File: src/rtl/lbc_pkg.sv
// lbc_pkg -- shared constants and helpers for the line-buffer address controller.
//   AWIDTH_D   : default column address width
//   NLINES_D   : default number of line SRAMs in the ring
//   MAX_LINES  : widest ring rot_onehot() can handle
//   rot_onehot : rotate a one-hot select left by one position within n bits
package lbc_pkg;

  localparam int AWIDTH_D  = 11;
  localparam int NLINES_D  = 4;
  localparam int MAX_LINES = 16;

  // Bits at or above n are ignored; bit n-1 wraps to bit 0.
  function automatic logic [MAX_LINES-1:0] rot_onehot(input logic [MAX_LINES-1:0] sel,
                                                      input int n);
    logic [MAX_LINES-1:0] r;
    r = '0;
    for (int i = 0; i < MAX_LINES; i++) begin
      if (i < n) begin
        if (i == n - 1) r[0] = sel[i];
        else            r[i+1] = sel[i];
      end
    end
    return r;
  endfunction

endpackage

File: src/rtl/lbc_col_counter.sv
// lbc_col_counter -- wrapping column counter.
//   clk, rst   : clock, asynchronous active-low reset
//   ce         : clock enable for the count register
//   clr        : synchronous clear; takes effect in the same cycle (count reads 0)
//   inc        : advance the count
//   limit      : wrap length; 0 means 2^W
//   count      : current column (after any clear)
//   tc         : count is the last column of the line
module lbc_col_counter #(
  parameter int W = 11
) (
  input  logic         clk,
  input  logic         rst,
  input  logic         ce,
  input  logic         clr,
  input  logic         inc,
  input  logic [W-1:0] limit,
  output logic [W-1:0] count,
  output logic         tc
);

  logic [W-1:0] count_reg;
  logic [W-1:0] count_cur;
  logic [W-1:0] count_next;

  always_comb begin
    count_cur  = clr ? '0 : count_reg;
    // limit == 0 makes limit-1 all ones, i.e. a 2^W-long line.
    tc         = (count_cur == (limit - W'(1)));
    count_next = count_cur;
    if (inc) count_next = tc ? '0 : count_cur + W'(1);
  end

  always_ff @(posedge clk or negedge rst) begin
    if (!rst)    count_reg <= '0;
    else if (ce) count_reg <= count_next;
  end

  assign count = count_cur;

endmodule

File: src/rtl/linebuf_addr_ctrl.sv
// linebuf_addr_ctrl -- address/select generator for a ring of NLINES line SRAMs.
// Each accepted pixel is written at wr_addr into the line selected by wr_sel;
// the same column is read (read-before-write) from all lines once the ring holds
// NLINES-1 complete lines, rd_base naming the oldest one.
// Optional macro DS_DECIM_EN: 2x decimation, keeping even columns of even rows.
// Ports:
//   clk, rst      : clock, asynchronous active-low reset
//   clken         : global clock enable
//   sof, width    : start of frame (sync clear) and line width latched with it
//   valid_in      : input pixel present
//   wr_en/wr_addr/wr_sel : SRAM write strobe, column, one-hot line select
//   rd_en/rd_addr/rd_base: SRAM read strobe, column, oldest line index
//   win_valid     : read data valid (rd_en one enabled cycle later)
//   eol           : last accepted pixel of a line
//   lines_filled  : complete lines stored, saturating at NLINES-1
module linebuf_addr_ctrl
  import lbc_pkg::*;
#(
  parameter int AWIDTH = AWIDTH_D,
  parameter int NLINES = NLINES_D,
  parameter int LW     = $clog2(NLINES)
) (
  input  logic              clk,
  input  logic              rst,
  input  logic              clken,
  input  logic              sof,
  input  logic [AWIDTH-1:0] width,
  input  logic              valid_in,
  output logic              wr_en,
  output logic [AWIDTH-1:0] wr_addr,
  output logic [NLINES-1:0] wr_sel,
  output logic              rd_en,
  output logic [AWIDTH-1:0] rd_addr,
  output logic [LW-1:0]     rd_base,
  output logic              win_valid,
  output logic              eol,
  output logic [LW:0]       lines_filled
);

  logic [AWIDTH-1:0] width_q_reg;
  logic [NLINES-1:0] sel_reg, sel_cur, sel_next;
  logic [LW-1:0]     base_reg, base_cur, base_next;
  logic [LW:0]       filled_reg, filled_cur, filled_next;
  logic              win_valid_reg;

  logic              sof_e;
  logic [AWIDTH-1:0] eff_width;
  logic              sof_block;
  logic              accept;
  logic              full;
  logic [AWIDTH-1:0] col;
  logic              col_tc;
  logic [MAX_LINES-1:0] sel_wide, sel_rot;

  // sof is applied before the pixel of the same cycle, so every piece of line
  // state is viewed through its "cleared" value while sof is active.
  assign sof_e     = clken & sof;
  assign eff_width = sof_e ? width : width_q_reg;

`ifdef DS_DECIM_EN
  // Input pixel counter over a 2*width_q input line; its LSB is the column
  // phase. The row phase flips at each input-line end.
  logic [AWIDTH:0] in_cnt_reg, in_cur;
  logic            row_ph_reg, row_cur, in_last;

  always_comb begin
    in_cur    = sof_e ? '0 : in_cnt_reg;
    row_cur   = sof_e ? 1'b0 : row_ph_reg;
    in_last   = (in_cur == ({eff_width, 1'b0} - (AWIDTH+1)'(1)));
    sof_block = in_cur[0] | row_cur;
  end

  always_ff @(posedge clk or negedge rst) begin
    if (!rst) begin
      in_cnt_reg <= '0;
      row_ph_reg <= 1'b0;
    end else if (clken & valid_in) begin
      in_cnt_reg <= in_last ? '0 : in_cur + (AWIDTH+1)'(1);
      row_ph_reg <= row_cur ^ in_last;
    end else if (sof_e) begin
      in_cnt_reg <= '0;
      row_ph_reg <= 1'b0;
    end
  end
`else
  assign sof_block = 1'b0;
`endif

  assign accept = clken & valid_in & ~sof_block;

  lbc_col_counter #(.W(AWIDTH)) u_col (
    .clk   (clk),
    .rst   (rst),
    .ce    (clken),
    .clr   (sof_e),
    .inc   (accept),
    .limit (eff_width),
    .count (col),
    .tc    (col_tc)
  );

  always_comb begin
    sel_cur    = sof_e ? NLINES'(1) : sel_reg;
    base_cur   = sof_e ? LW'(1) : base_reg;
    filled_cur = sof_e ? '0 : filled_reg;
    full       = (filled_cur == (LW+1)'(NLINES - 1));

    sel_wide                = '0;
    sel_wide[NLINES-1:0]    = sel_cur;
    sel_rot                 = rot_onehot(sel_wide, NLINES);

    sel_next    = sel_cur;
    base_next   = base_cur;
    filled_next = filled_cur;
    if (accept & col_tc) begin
      sel_next    = sel_rot[NLINES-1:0];
      base_next   = (base_cur == LW'(NLINES - 1)) ? '0 : base_cur + LW'(1);
      if (!full) filled_next = filled_cur + (LW+1)'(1);
    end
  end

  always_ff @(posedge clk or negedge rst) begin
    if (!rst) begin
      width_q_reg   <= '0;
      sel_reg       <= NLINES'(1);
      base_reg      <= LW'(1);
      filled_reg    <= '0;
      win_valid_reg <= 1'b0;
    end else if (clken) begin
      width_q_reg   <= eff_width;
      sel_reg       <= sel_next;
      base_reg      <= base_next;
      filled_reg    <= filled_next;
      win_valid_reg <= accept & full;
    end
  end

  assign wr_en        = accept;
  assign wr_addr      = col;
  assign wr_sel       = sel_cur;
  assign rd_en        = accept & full;
  assign rd_addr      = col;
  assign rd_base      = base_cur;
  assign win_valid    = win_valid_reg;
  assign eol          = accept & col_tc;
  assign lines_filled = filled_cur;

endmodule

File: config.mk
export PLATFORM = sky130hd
export DESIGN_NAME = linebuf_addr_ctrl
export DESIGN_NICKNAME = d
export VERILOG_FILES = /design/src/rtl/lbc_pkg.sv /design/src/rtl/lbc_col_counter.sv /design/src/rtl/linebuf_addr_ctrl.sv
export SDC_FILE = /design/constraint.sdc
export NUM_CORES = 1
export LEC_CHECK = 0
export CAP_MARGIN = 30
export CORE_AREA = 8 8 74 76
export CTS_CLUSTER_SIZE = 25
export DETAILED_ROUTE_END_ITERATION = 10
export DIE_AREA = 0 0 82 84
export PLACE_DENSITY_LB_ADDON = 0.1
export SYNTH_ARGS = -nofsm -noshare
export SYNTH_HDL_FRONTEND = slang
export SYNTH_SLANG_ARGS = --single-unit
File: constraint.sdc
create_clock -name clk -period 11.4 [get_ports clk]
set_input_delay 1.71 -clock clk [delete_from_list [all_inputs] [get_ports clk]]
set_output_delay 1.71 -clock clk [all_outputs]
set_load 0.02 [all_outputs]
# --- Word-level counts from Yosys, hierarchy flattened ---
# Index checks and enable logic that the tools add are counted.
classes:
  mux: 12
  magnitude_cmp: 0
  shifts: 0
  n_eq_ne: 3
  n_reduce_logical: 0
  div: 0
  n_mul: 0
  addsub: 4
  bitwise: 4
ops:
  columns: ["op", "n"]
  rows:
  - ["11-bit two-way mux", 4]
  - ["11-bit by 1-bit adder with 11-bit output, second input constant", 1]
  - ["11-bit == test", 1]
  - ["11-bit by 1-bit subtractor with 11-bit output, second input constant", 1]
  - ["3-bit two-way mux", 3]
  - ["4-bit two-way mux", 2]
  - ["2-bit two-way mux", 3]
  - ["1-bit bitwise AND", 4]
  - ["3-bit by 1-bit adder with 3-bit output, second input constant", 1]
  - ["3-bit by 2-bit == test with 1-bit output, second input constant", 1]
  - ["2-bit by 1-bit adder with 2-bit output, second input constant", 1]
  - ["2-bit == test, second input constant", 1]
totals:
  input_bits: 16
  latch_bits: 0
  output_inout_bits: 35
  reg_bits: 32
  rom_bits: 0
  ramBits: 0
  word_cells: 29
  n_memories: 0

# --- Longest topological paths before layout ---
# Gate-level depths: netlist of the first run.
logic_depth:
  ltp_word: 6
  mapped_depth: 16
  ltp_nobuf: 12

# --- By module ---
# From an unflattened synthesis of the first run, not the netlist that was laid out.
unflattened:
  cells_unflattened: 269
  hier_area_um2: 2263.4
by_module_without_submodules:
  columns: ["module", "n_inst", "area_each_um2", "seq_area_each_um2", "cells_per_inst"]
  rows:
  - ["lbc_col_counter", 1, 1202.4, 275.3, 146]
  - ["linebuf_addr_ctrl", 1, 1061.0, 528.0, 123]

# --- Worst setup path after synthesis of the first run ---
# Ideal clock, no wire load.
synth_timing:
  kind: "input port to output port"
  startpoint: "input port sof"
  endpoint: "output port eol"
  n_path_buf: 3
  slack_ns: 5.009
  arrival_ns: 4.681
  required_time_ns: 9.690
  path_stages: 13
  cell_sequence: "buf_4 nand2_4 clkbuf_1 clkbuf_1 a21o_1 inv_1 ha_1 xor2_1 o311ai_0 a2111oi_0 o21ai_0 or3b_1 nor4_2"
synth_between:
  elab_chain_cells: 5
  word_cells_on_any_way: 6
  cone_classes: "add/sub (1); eq/ne (1); mux (2); bitwise (2)"
synth_lines:
  columns: ["item", "line", "text"]
  rows:
  - ["start, declared", "linebuf_addr_ctrl.sv:26", "input logic sof,"]
  - ["1-bit bitwise AND *", "linebuf_addr_ctrl.sv:57", "assign sof_e = clken & sof;"]
  - ["11-bit two-way mux", "linebuf_addr_ctrl.sv:58", "assign eff_width = sof_e ? width : width_q_reg;"]
  - ["11-bit by 1-bit subtractor with 11-bit output", "lbc_col_counter.sv:29", "tc = (count_cur == (limit - W'(1)));"]
  - ["11-bit == test *", "lbc_col_counter.sv:29", null]
  - ["1-bit bitwise AND *", "linebuf_addr_ctrl.sv:145", "assign eol = accept & col_tc;"]
  - ["end, declared", "linebuf_addr_ctrl.sv:36", "output logic eol,"]
# Mark *: on every way between the ends. The rest lies on a longest branch, timed or not.

# --- Final worst setup path of the first run ---
layout_timing:
  startpoint: "input port clken"
  endpoint: "output port eol"
layout_between:
  elab_chain_cells: 5
  word_cells_on_any_way: 7
  cone_classes: "add/sub (1); eq/ne (1); mux (2); bitwise (3)"
layout_lines:
  columns: ["item", "line", "text"]
  rows:
  - ["start, declared", "linebuf_addr_ctrl.sv:25", "input logic clken,"]
  - ["1-bit bitwise AND", "linebuf_addr_ctrl.sv:57", null]
  - ["11-bit two-way mux", "linebuf_addr_ctrl.sv:58", null]
  - ["11-bit by 1-bit subtractor with 11-bit output", "lbc_col_counter.sv:29", null]
  - ["11-bit == test", "lbc_col_counter.sv:29", null]
  - ["1-bit bitwise AND *", "linebuf_addr_ctrl.sv:145", null]
# Marked as above.

==> metrics.md, run 1 <==
| Metric | Value |
|---|---|
| Status | finished, final reports clean |
| Gpl congestion | roughly 0.81 |
| Post-Syn Nets | around 270 |
| Cell Area, Synth | around 2300 um2 |
| CTS clk-pin slew, worst paths | 0.07 ns |
| GRT overflow | 0 |
| Worst slew pin tran | about 0.80 ns |
| EDFF count, synth | 0 |
| Fin crit period | about 7.5 ns |
| CORE AREA | ~4300 um2 |
| Slew headroom | between 40% and 50% |
| Critical path launch point type | input pin |
| Max Fanout on Critical Path | 23 |
| Asr flop ratio synth | 100.0% |
| Max Buffers Root-to-Sink | 2 |
| DR WL met2 | roughly 2600 um |
| IO Pins | 51 |
| Hold buffer count at CTS | 0 |
| Total GRT Usage | around 17% |
| First-pass GRT wire length | slightly above 9000 um |
| Seq/Total Area, Yosys | a little over a third |
| Most frequent cells after synthesis | 36 x nand2_1, 30 x dfrtp_1, 16 x inv_1 |
| Post-DP Area | 2714 um2 |
| CP endpoint kind | primary output |
| Top Layer Used | met4 |
| Top FF cell, synth | dfrtp_1 |
| Final Cell Area | ~2800 um2 |
| Max Clock Freq | about 0.13 GHz |
| Critical Path RT | a little under 10 ns |
| Synthesis-stage register bit count | 32 |
| Pre-antenna DRT Iters | 4 |
| # H-tree levels | 2 |
| Clock Sinks | 32 |
| Vias | just under 2000 |
| CTS tree | yes |
| # diodes | 0 |
| YS warnings | 0 |
| Met3 wire len | around 290 um |
| Vias in the first global route | 1950 |
| Final TNS setup | 0 ns |
| Die Footprint | between 6000 and 7000 um2 |
| Count of final setup violators | 0 |
| CTS buffer count | 5 |
| Share of post-route cells with drive strength above 1 | between 10% and 20% |
| Post-synth cell types | 58 |
| Final period util | roughly two thirds |
| Final worst slack | around 3.9 ns |
| Die Span Y | about 84 um |
| Mapped Avg Cell Area | 8.946 um2 |
| WL/cell | ~16 um |
| Initial antenna violation count | 0 |
| MaxCap Viol Count | 0 |
| Post-synth top area cell | dfrtp_1 |
| # rows | 24 |
| Synthesized instance count | around 250 |
| PortBufs | 50 |
| Fin. Hold Viols | 0 |
| Static Leak | between 1 and 1.5 nW |
| Top-count cell post-synth | nand2_1 |
| Non-filler instance count after layout | 345 |
| Hold Crit Class | reg -> reg |
| Hold slack | between 0.5 and 0.6 ns |
| Drt drc | 0 |
| CP Cell Sequence | clkdlybuf4s50_1 > buf_4 > and2_1 > nand2_1 > nand2_1 > inv_1 > ha_1 > xor2_1 > o311ai_0 > a2111oi_0 > o21ai_0 > or3b_1 > nor4_2 > clkdlybuf4s50_1 |
| Max Clock Skew | slightly below 0.008 ns |
| Share of the synthesized area in the top cell type | 33.04% |
| Violation count after the first detailed-route iteration | 94 |
| Max stage delay cell, worst path | clkdlybuf4s50_1 |
| Postcts setup bufs | 0 |
| Die width | approximately 82 um |
| Drt total wl | 5621 um |
| Hpwl dp | a little over 4000 um |
| Unrepaired setup endpoints after global routing | no |
| Critical path's largest stage delay | 0.68 ns |
| VDD IR max | 0.1053 mV |
| Dpl ws | a little under 4 ns |
| Remaining antenna violation count | 0 |
| Max-slew violations | 0 |
| Starting Density | between 50% and 60% |
| Root Buffer | clkbuf_8 |
| Clock Latency Late Sink | 0.29 ns |
| Vias per std cell | ~5.6 |
| Synth area leaders | dfrtp_1 33%, nand2_1 5.9%, xor2_1 5.0% |
| Crit path kind | in -> out |
| Pin count of the biggest net entering global routing | 35 |
| Final nets | between 300 and 400 |
| Post-cts sizing count | 0 |
| Pwr Density | approximately 120 nW/um2 |
| Inst Count DP | between 300 and 400 |
| Area delta synth->final | 25.00% |
| CP arrival | slightly below 6 ns |
| Met1 Wirelength | approximately 2600 um |
-- per-stage QoR --
step | total power [mW] | utilization, %
2_1_floorplan | 0.1994 | -
3_3_place_gp | 0.2286 | 63.64
5_1_grt | 0.3670 | 66.61
3_5_place_dp | 0.2297 | 63.64
6_report | 0.3492 | 66.61
4_1_cts | 0.3535 | 66.61
-- placed cells by master, fill, tap and decap left out, types with 3 or more instances in the layout --
cell type and count:
ha_1 3, buf_4 3, nor3_1 8, xor2_1 13
and2_1 9, a21oi_1 8, nand2b_1 7, nor3b_1 3
xnor2_1 5, and3_1 5, inv_1 16, dfrtp_1 30
clkdlybuf4s50_1 50, nand2_1 36, nor2_1 12, nand3_1 8
mux2_2 3, clkbuf_8 7, o22ai_1 3, mux2i_1 7
o21ai_0 9
-- worst paths after layout --
path	start	to	slack, ns	depth (start not counted)
min in group asynchronous	rst	win_valid	1.82	2
max in group asynchronous	rst	sel_reg[0]	9.24	2
setup / recovery	clken	eol	3.89	14
hold reg to reg	width_q_reg[10]	width_q_reg[10]	0.51	2
hold / removal	width_q_reg[10]	width_q_reg[10]	0.51	2
setup reg to reg	width_q_reg[0]	sel_reg[0]	8.14	10
-- layout make-up --
type                    count  area [um2]
clock buffers               7       96.34
clock inverters             1       30.03
fillers                   377        1424
inverters                  16       60.06
multi-input cells         184        1262
flip-flops and latches     32       803.3
well taps                  52       65.06
repair buffers             53       523.0
-- power by group --
part	internal, mW	total (mW)	switching [mW]
sequential	0.123	0.135	0.0119
combinational	0.0445	0.0931	0.0487
clock	0.0772	0.121	0.0443
-- layer usage --
metal / track usage (%) / vias to the layer above
li1: - / 959
met1: 21.61 / 929
met2: 26.15 / 44
met3: 4.526 / 5
met4: 6.070 / 0
met5: 0 / -
-- worst max-delay path, delay by kind of cell --
family          cells  cell delay [ns]
simple gates        5             1.60
buf+inv             4             1.44
compound gates      3             0.61
fa+ha+maj           1             0.29
xor+xnor            1             0.14
-- logic make-up after synthesis --
logic type,synth area share (%)
and+or+nand+nor,26.87
DFF,35.35
buffers and inverters,9.086
muxes,5.231
xor gates and xnor gates,6.938
AOI/OAI and AO/OA,14.87
adders and majority gates,1.652
No activity file was read; power rests on OpenSTA's default activity.
==> run 2: changes to the inputs <==
- CORE_AREA: 8 8 74 76 -> 8 8 80 82
- DIE_AREA: 0 0 82 84 -> 0 0 88 90
- clock period: 11.4 -> 6.62 ns (I/O delays scaled with it)
==> metrics.md, run 2 (synthesized netlist as in run 1, its figures left out) <==
| Metric | Value |
|---|---|
| Max Clock Freq | between 0.15 and 0.2 GHz |
| Final nets | 313 (+0.64%) |
| Root Buffer | clkbuf_8 |
| Violation count after the first detailed-route iteration | 106 (+13%) |
| Die Footprint | 7920 um2 (+15%) |
| Max Clock Skew | 0.003667 ns (-0.004214 ns) |
| Fill count | 501 (+33%) |
| Pwr Density | 203.3 nW/um2 (+65%) |
| Count of final setup violators | 0 (unchanged) |
| IO Pins | 51 (unchanged) |
| CP endpoint kind | primary output |
| Crit path kind | in -> out |
| Register share of total power | 39.9% (+1.3 points) |
| CTS tree | yes |
| Unrepaired setup endpoints after global routing | no |
| GRT overflow | 0 (unchanged) |
| Critical path launch point type | input pin |
| Gpl congestion | 0.8543 (+5.5%) |
| MaxCap Viol Count | 0 (unchanged) |
| Final period util | 89.68% |
| CTS buffer count | 5 (unchanged) |
| Internal power | 0.4006 mW (+64%) |
| Clock power frac | 32.3% (-2.5 points) |
| Commonest non-fill, non-tap cells in the layout | 50 x clkdlybuf4s50_1, 36 x nand2_1, 30 x dfrtp_1, 16 x inv_1, 13 x xor2_1 |
| Hpwl dp | 4252 um (+5.5%) |
| Die Span Y | 90 um (+7.1%) |
| CP arrival | 4.94 ns (-0.86 ns) |
| Hold buffer count at CTS | 0 (unchanged) |
| Share of post-route cells with drive strength above 1 | 10.51% (+0.27 points) |
| Slew headroom | 45.92% (-0.061 points) |
| First-pass GRT wire length | 9597 um (+2.6%) |
| Total GRT Usage | 15.27% (-1.6 points) |
| Fin crit period | a little under 6 ns |
| Fin. Hold Viols | 0 (unchanged) |
| WL/cell | 15.97 um (-2.0%) |
| Status | finished, final reports clean |
| # rows | 27 (+13%) |
| Drt total wl | 5862 um (+4.3%) |
| Critical Path RT | 5.63 ns (-4.06 ns) |
| Max-slew violations | 0 (unchanged) |
| Drt drc | 0 (unchanged) |
| # H-tree levels | 2 (unchanged) |
| Net Sw Power | 0.1812 mW (+73%) |
| Post-cts sizing count | 0 (unchanged) |
| Final core occ | 54.65% (-12 points) |
| Initial antenna violation count | 0 (unchanged) |
| Clock Sinks | 32 (unchanged) |
| Postcts setup bufs | 0 (unchanged) |
| Vias per std cell | 5.272 (-6.1%) |
| CORE AREA | 5236 um2 (+23%) |
| Vias in the first global route | 1923 (-1.4%) |
| Hold slack | 0.5074 ns (+0.0001310 ns) |
| Starting Density | 43.39% (-9.9 points) |
| Sw Ratio | 31.14% (+1.1 points) |
| Hold Crit Class | reg -> reg |
| Vias | 1935 (-0.10%) |
| Max Buffers Root-to-Sink | 2 (unchanged) |
| CTS clk-pin slew, worst paths | 0.07 ns (about the same) |
| # diodes | 0 (unchanged) |
| Static Leak | 1.261 nW (about the same) |
| Final TNS setup | 0 ns (unchanged) |
| Most common cell after layout, fill and taps aside | clkdlybuf4s50_1 |
| PortBufs | 50 (unchanged) |
| Die width | 88 um (+7.3%) |
| Max Fanout on Critical Path | 14 (-39%) |
| Clock Latency Late Sink | 0.29 ns (about the same) |
| Area delta synth->final | 25.94% |
| Combinational share of power | 27.8% (+1.1 points) |
| Pin count of the biggest net entering global routing | 33 (-5.7%) |
| VDD IR max | 0.1187 mV (+13%) |
| Pre-antenna DRT Iters | 4 (unchanged) |
| Worst slew pin tran | 0.8051 ns (+0.0009030 ns) |
| Remaining antenna violation count | 0 (unchanged) |
run 2: cell count changes in the layout (fill, tap and decap cells not counted):
cell      previous run  this run
clkbuf_8             7         5
clkinv_2             0         1
buf_4                3         5
clkbuf_1             0         1
run 2: worst paths after layout:
check | from | slack [ns] | end | depth (start not counted)
worst max-delay path | clken | 0.68 | eol | 12
worst min-delay path | width_q_reg[10] | 0.51 | width_q_reg[10] | 2
worst max register to register | width_q_reg[0] | 3.29 | sel_reg[0] | 10
worst min register to register | width_q_reg[10] | 0.51 | width_q_reg[10] | 2
max in group asynchronous | rst | 5.17 | sel_reg[0] | 2
min in group asynchronous | rst | 1.11 | win_valid | 2
run 2: power by group through the flow:
stage	clock network [mW]	registers (mW)	logic (mW)
2_1_floorplan	0	0.229	0.114
3_3_place_gp	0	0.236	0.161
3_5_place_dp	0	0.236	0.162
4_1_cts	0.193	0.232	0.163
5_1_grt	0.200	0.235	0.177
6_report	0.188	0.232	0.162
run 2: per-layer routing:
metal	track usage, %	vias up	share of wire [%]
met2	22.54	48	44
met5	0	-	0
met1	20.82	921	50
met4	5.022	0	1.3
met3	4.004	6	4.8
li1	-	960	-
run 2: cell type report:
| class | instances | area [um2] | area share [%] |
|---|---|---|---|
| clock inverters | 2 | 35.03 | 1.224 |
| flip-flops and latches | 32 | 803.3 | 28.07 |
| clock buffers | 6 | 72.57 | 2.536 |
| repair buffers | 55 | 538.0 | 18.80 |
| well taps | 72 | 90.09 | 3.148 |
| multi-input cells | 184 | 1262 | 44.12 |
| inverters | 16 | 60.06 | 2.099 |
run 2: worst max-delay path, cell delays in order:
cell and delay (ns):
clkdlybuf4s50_1 0.68, and3_1 0.34, a21o_1 0.17, inv_1 0.05, ha_1 0.21, nor3b_1 0.36
o311ai_0 0.18, a2111oi_0 0.33, o21ai_0 0.16, or3b_1 0.39, nor4_2 0.39, clkdlybuf4s50_1 0.68
run 2: metrics by stage:
step	instance area, um2	std cells	power [mW]	setup WS (ns)
2_1_floorplan	2272	254	0.3434	1.663
3_3_place_gp	2754	359	0.3970	0.8023
3_5_place_dp	2754	359	0.3977	0.7134
4_1_cts	2861	367	0.5876	0.6910
5_1_grt	2861	367	0.6125	0.1938
6_report	2861	367	0.5817	0.6829
